**src/rtl/game_2048_input_ctrl_if.sv**
```systemverilog
// Button-to-command interface for the 2048 input controller.
// The controller is the command master; the button source / core side is the slave.
`timescale 1ns/1ps
interface game_2048_input_ctrl_if;
  logic       btn_up;
  logic       btn_left;
  logic       btn_down;
  logic       btn_right;
  logic       btn_cheat;
  logic       move_valid;
  logic [1:0] move_dir;
  logic       cheat_valid;
  logic       busy;

  modport master (
    input  btn_up, btn_left, btn_down, btn_right, btn_cheat,
    output move_valid, move_dir, cheat_valid, busy
  );

  modport slave (
    output btn_up, btn_left, btn_down, btn_right, btn_cheat,
    input  move_valid, move_dir, cheat_valid, busy
  );
endinterface

```
**src/rtl/game_2048_input_ctrl.sv**
```systemverilog
// Synchronises, debounces and arbitrates five push-buttons into single-cycle
// move/cheat strobes for game_2048_core, with a post-command cooldown.
`timescale 1ns/1ps
module game_2048_input_ctrl #(
  parameter int unsigned DEBOUNCE_CYCLES = 1000000,
  parameter int unsigned COOLDOWN_CYCLES = 4
) (
  input  logic                          clk,
  input  logic                          reset_n,
  game_2048_input_ctrl_if.master        bus
);

  localparam int unsigned NB    = 5;
  localparam int unsigned DB_W  = $clog2(DEBOUNCE_CYCLES + 1);
  localparam int unsigned CD_W  = $clog2(COOLDOWN_CYCLES + 1);
  localparam int unsigned I_UP    = 0;
  localparam int unsigned I_LEFT  = 1;
  localparam int unsigned I_DOWN  = 2;
  localparam int unsigned I_CHEAT = 4;

  typedef enum logic [1:0] {IDLE, FIRE, COOLDOWN} state_e;

  logic [NB-1:0]   raw;
  logic [NB-1:0]   sync1_q, sync1_d;
  logic [NB-1:0]   sync2_q, sync2_d;
  logic [NB-1:0]   db_q, db_d;
  logic [NB-1:0]   db_prev_q, db_prev_d;
  logic [DB_W-1:0] cnt_q [NB];
  logic [DB_W-1:0] cnt_d [NB];
  logic [NB-1:0]   press_c;

  state_e          state_q, state_d;
  logic [CD_W-1:0] cd_q, cd_d;
  logic            move_valid_q, move_valid_d;
  logic            cheat_valid_q, cheat_valid_d;
  logic [1:0]      move_dir_q, move_dir_d;
  logic            busy_q, busy_d;

  assign raw = {bus.btn_cheat, bus.btn_right, bus.btn_down, bus.btn_left, bus.btn_up};

  // Per-button synchroniser and stability counter; only a full-length mismatch moves db.
  always_comb begin
    sync1_d   = raw;
    sync2_d   = sync1_q;
    db_d      = db_q;
    db_prev_d = db_q;
    for (int i = 0; i < NB; i++) begin
      cnt_d[i] = '0;
      if (sync2_q[i] != db_q[i]) begin
        if (cnt_q[i] == DB_W'(DEBOUNCE_CYCLES - 1)) begin
          db_d[i] = sync2_q[i];
        end else begin
          cnt_d[i] = cnt_q[i] + DB_W'(1);
        end
      end
    end
  end

  assign press_c = db_q & ~db_prev_q;

  // Command FSM: fixed-priority pick in IDLE, one-cycle strobe, then a blind cooldown.
  always_comb begin
    state_d       = state_q;
    cd_d          = cd_q;
    move_valid_d  = 1'b0;
    cheat_valid_d = 1'b0;
    move_dir_d    = move_dir_q;
    busy_d        = 1'b0;
    case (state_q)
      IDLE: begin
        if (|press_c) begin
          state_d = FIRE;
          busy_d  = 1'b1;
          if (press_c[I_CHEAT]) begin
            cheat_valid_d = 1'b1;
          end else begin
            move_valid_d = 1'b1;
            if (press_c[I_UP])        move_dir_d = 2'd0;
            else if (press_c[I_LEFT]) move_dir_d = 2'd1;
            else if (press_c[I_DOWN]) move_dir_d = 2'd2;
            else                      move_dir_d = 2'd3;
          end
        end
      end
      FIRE: begin
        state_d = COOLDOWN;
        cd_d    = '0;
        busy_d  = 1'b1;
      end
      COOLDOWN: begin
        if (cd_q == CD_W'(COOLDOWN_CYCLES - 1)) begin
          state_d = IDLE;
        end else begin
          cd_d   = cd_q + CD_W'(1);
          busy_d = 1'b1;
        end
      end
      default: state_d = IDLE;
    endcase
  end

  always_ff @(posedge clk) begin
    if (!reset_n) begin
      sync1_q       <= '0;
      sync2_q       <= '0;
      db_q          <= '0;
      db_prev_q     <= '0;
      for (int i = 0; i < NB; i++) cnt_q[i] <= '0;
      state_q       <= IDLE;
      cd_q          <= '0;
      move_valid_q  <= 1'b0;
      cheat_valid_q <= 1'b0;
      move_dir_q    <= 2'd0;
      busy_q        <= 1'b0;
    end else begin
      sync1_q       <= sync1_d;
      sync2_q       <= sync2_d;
      db_q          <= db_d;
      db_prev_q     <= db_prev_d;
      for (int i = 0; i < NB; i++) cnt_q[i] <= cnt_d[i];
      state_q       <= state_d;
      cd_q          <= cd_d;
      move_valid_q  <= move_valid_d;
      cheat_valid_q <= cheat_valid_d;
      move_dir_q    <= move_dir_d;
      busy_q        <= busy_d;
    end
  end

  assign bus.move_valid  = move_valid_q;
  assign bus.cheat_valid = cheat_valid_q;
  assign bus.move_dir    = move_dir_q;
  assign bus.busy        = busy_q;

endmodule

```
**src/flat_wrapper.sv**
```systemverilog
// flat-port wrapper written by rule: the top's interface ports become plain ports
module game_2048_input_ctrl_flat 
#(
  parameter int unsigned DEBOUNCE_CYCLES = 1000000,
  parameter int unsigned COOLDOWN_CYCLES = 4
)
  (clk, reset_n, bus_btn_up, bus_btn_left, bus_btn_down, bus_btn_right, bus_btn_cheat, bus_move_valid, bus_move_dir, bus_cheat_valid, bus_busy);
  game_2048_input_ctrl_if bus_i ();
  input  logic clk;
  input  logic reset_n;
  input wire logic [$bits(bus_i.btn_up)-1:0] bus_btn_up;
  input wire logic [$bits(bus_i.btn_left)-1:0] bus_btn_left;
  input wire logic [$bits(bus_i.btn_down)-1:0] bus_btn_down;
  input wire logic [$bits(bus_i.btn_right)-1:0] bus_btn_right;
  input wire logic [$bits(bus_i.btn_cheat)-1:0] bus_btn_cheat;
  output wire logic [$bits(bus_i.move_valid)-1:0] bus_move_valid;
  output wire logic [$bits(bus_i.move_dir)-1:0] bus_move_dir;
  output wire logic [$bits(bus_i.cheat_valid)-1:0] bus_cheat_valid;
  output wire logic [$bits(bus_i.busy)-1:0] bus_busy;
  assign bus_i.btn_up = bus_btn_up;
  assign bus_i.btn_left = bus_btn_left;
  assign bus_i.btn_down = bus_btn_down;
  assign bus_i.btn_right = bus_btn_right;
  assign bus_i.btn_cheat = bus_btn_cheat;
  assign bus_move_valid = bus_i.move_valid;
  assign bus_move_dir = bus_i.move_dir;
  assign bus_cheat_valid = bus_i.cheat_valid;
  assign bus_busy = bus_i.busy;
  game_2048_input_ctrl #(.DEBOUNCE_CYCLES(DEBOUNCE_CYCLES), .COOLDOWN_CYCLES(COOLDOWN_CYCLES)) u_core (.clk(clk), .reset_n(reset_n), .bus(bus_i));
endmodule
```
**config.mk**
```make
export PLATFORM = sky130hd
export DESIGN_NAME = game_2048_input_ctrl_flat
export DESIGN_NICKNAME = d
export VERILOG_FILES = /design/src/rtl/game_2048_input_ctrl_if.sv /design/src/rtl/game_2048_input_ctrl.sv /design/src/flat_wrapper.sv
export SDC_FILE = /design/constraint.sdc
export NUM_CORES = 1
export LEC_CHECK = 0
export BUFFER_PORTS_ARGS = -buffer_cell sky130_fd_sc_hd__buf_2
export CORE_UTILIZATION = 55
export DETAILED_ROUTE_END_ITERATION = 6
export PLACE_DENSITY = 0.69
export SETUP_SLACK_MARGIN = 0.3
export SLEW_MARGIN = 5
export SYNTH_ARGS = -nofsm -noshare
export SYNTH_HDL_FRONTEND = slang
export SYNTH_SLANG_ARGS = --single-unit
```
**constraint.sdc**
```tcl
create_clock -name clk -period 2.6 [get_ports clk]
set_input_delay 0.78 -clock clk [delete_from_list [all_inputs] [get_ports clk]]
set_output_delay 0.78 -clock clk [all_outputs]
set_load 0.05 [all_outputs]
```
==> flow_summary.json <==
{
  "status": "finished, final reports clean",
  "worst_slew_margin_rel_pct": 45.8,
  "worstSetupStartpointType": "register",
  "final_common_cell": "dfxtp_1",
  "wirelength_mm": 10.2,
  "crit_start": "u_core.cnt_q[0][6]",
  "grt_pass1_vias": 4149,
  "rows": 36,
  "cts_max_level": 4,
  "hold_buffers": 0,
  "synth.area.top_cells": "dfxtp_1 46%, xor2_1 5.9%, nor2_1 5.0%",
  "synth_cells": 635,
  "timing.final.ws_setup_ns": 0.460,
  "hold-worst-slack_ns": 0.429,
  "grt_pass1_wl_mm": 18.1,
  "via_per_inst": 5.47,
  "powerDensity_nw_per_um2": 689,
  "fin_nets": 663,
  "synth.distinct_cells": 46,
  "overflow": 0,
  "numCtsBuffers": 17,
  "dpl.hpwl_mm": 6.81,
  "fin_area_um2": 6400,
  "cts_tree": "done",
  "r2r_end": "u_core.cnt_q[0][7]",
  "chipHeight_um": 104,
  "place_area_um2": 5810,
  "worstMarginPinSlew_ns": 0.792,
  "hold_path.class": "reg -> reg",
  "ys_seq_elements": 130,
  "drt_iter0_drc": 164,
  "seq_area_frac_synth_pct": 45.9,
  "critPathMaxFanout": 19,
  "setup_tns_ns": 0,
  "skew_ns": 0.00677,
  "post-place-ws_ns": 0.440,
  "arrival_ns": 2.52,
  "synth_area_leader_cell": "dfxtp_1",
  "grt_max_degree": 31,
  "r2r_cells": 4,
  "clk_latency_ns": 0.52,
  "timing.final.crit_share_pct": 82.3,
  "n_antenna_cell": 0,
  "port_buffers": 11,
  "layout_common_cells": "130 x dfxtp_1, 76 x nor2_1, 38 x xor2_1",
  "area_growth_pct": 12.9,
  "async_reset_ff_share_pct": 0,
  "yosysTopAreaCellShare_pct": 45.9,
  "ir_worst_vdd_v": 0.000607,
  "rsz0062_at_grt": "false",
  "cts_resized": 0,
  "cp-endpoint": "u_core.cnt_q[0][7]",
  "ios": 12,
  "r2r_setup_slack_ns": 0.46,
  "cp.required_ns": 2.98,
  "maxCapViolCount": 0,
  "cts.sinks": 130,
  "critPathKind": "reg -> reg",
  "synth-edff-count": 0,
  "root_buffer": "clkbuf_8",
  "dieArea_um2": 10700,
  "final_hold_viol_count": 0,
  "drtPass1Iterations": 4,
  "critPathCaptureType": "register",
  "syn_area_per_cell_um2": 8.93,
  "cts_buffer_depth": 2,
  "die_w_um": 104,
  "power.leakage_nw": 2.10,
  "syn-num-nets": 649,
  "ys_warn_count": 0,
  "r2r_start": "u_core.cnt_q[0][6]",
  "drive_gt1_share_pct": 9.06,
  "drtAntennaViolNets": 0,
  "avgRoutedWirePerCell_um": 12.9,
  "finalSetupViolations": 0,
  "antenna_found_initial": 0,
  "fmax_mhz": 467,
  "cts_setup_buffers": 0,
  "cts.clk_slew.worst_paths_ns": 0.06,
  "min_period_ns": 2.14,
  "finalPower_mw": 4.41,
  "drc": 0,
  "synth_area_um2": 5670,
  "finalMaxSlewViolations": 0,
  "grt_usage_pct": 20.6,
  "synth_ff_type": "dfxtp_1",
  "initial_core_util_pct": 57.5,
  "coreArea_um2": 9860,
  "vias": 4350,
  "gp_congestion": 0.770
}
cell families (layout without fill, tap and decap cells):
family	after synthesis	after routing	synth area share (%)
and+or+nand+nor	299	299	28.8
buffers and inverters	46	73	3.79
DFF	130	130	45.9
xor gates and xnor gates	65	65	10.0
muxes	2	2	0.353
AOI/OAI and AO/OA	86	86	9.62
adders and majority gates	7	7	1.54
layout make-up:
| cell class | instances | area, um2 |
|---|---|---|
| clock buffers | 18 | 418 |
| clock inverters | 14 | 180 |
| fillers | 792 | 3460 |
| inverters | 26 | 97.6 |
| multi-input cells | 459 | 2850 |
| flip-flops and latches | 130 | 2600 |
| well taps | 133 | 166 |
| repair buffers | 15 | 85.1 |
how the worst min path moves through the flow:
stage / depth (start not counted) / from / to / slack [ns]
6_report: 1 / u_core.sync1_q[3] / u_core.sync2_q[3] / 0.43
5_1_grt: 1 / u_core.sync1_q[2] / u_core.sync2_q[2] / 0.45
4_1_cts: 1 / u_core.sync1_q[3] / u_core.sync2_q[3] / 0.43
3_5_place_dp: 1 / u_core.sync1_q[3] / u_core.sync2_q[3] / 0.42
3_3_place_gp: 1 / u_core.sync1_q[3] / u_core.sync2_q[3] / 0.42
2_1_floorplan: 1 / u_core.sync1_q[0] / u_core.sync2_q[0] / 0.41
power breakdown:
group	switching [mW]	internal, mW	total [mW]
clock network	0.892	1.47	2.36
registers	0.00515	2.00	2.01
logic	0.0290	0.0143	0.0433
Yosys cell counts, drive strengths merged, types with 12 or more instances:
cell and n:
or3 26, inv 26, dfxtp 130, o21ai 22, and2 18, clkbuf 12, xor2 38, nand3 32
xnor2 27, nor3 12, or4 19, nand2 34, nor2 76, and3 14, nand4 27, a21oi 37
worst max-delay path, cell delays in order (launching register included):
cell and delay [ns]:
dfxtp_1 0.34, or4b_1 0.53, or4_4 0.58, o211ai_4 0.46
nor2_1 0.11
flip-flops by register name (all words and copies together) (netlist names):
register	count
u_core.cnt_q	100
u_core.db_prev_d	5
u_core.db_prev_q	5
u_core.sync1_q	5
u_core.sync2_q	5
u_core.cd_q	3
u_core.bus.move_dir	2
u_core.state_q	2
u_core.bus.busy	1
u_core.bus.cheat_valid	1
u_core.bus.move_valid	1
per-layer routing:
metal | share of wire, % | track usage [%] | up-vias
li1 | - | - | 2284
met1 | 49 | 25.1 | 2020
met2 | 48 | 33.9 | 37
met3 | 2.0 | 5.16 | 9
met4 | 0.84 | 9.83 | 0
met5 | 0 | 0 | -
per-stage QoR:
| step | cells | utilization (%) |
|---|---|---|
| after floorplan | 635 | - |
| after global placement | 763 | 58.9 |
| after detailed placement | 763 | 58.9 |
| after CTS | 795 | 64.9 |
| after global routing | 795 | 64.9 |
| final | 795 | 64.9 |
No activity file was read; power rests on OpenSTA's default activity.
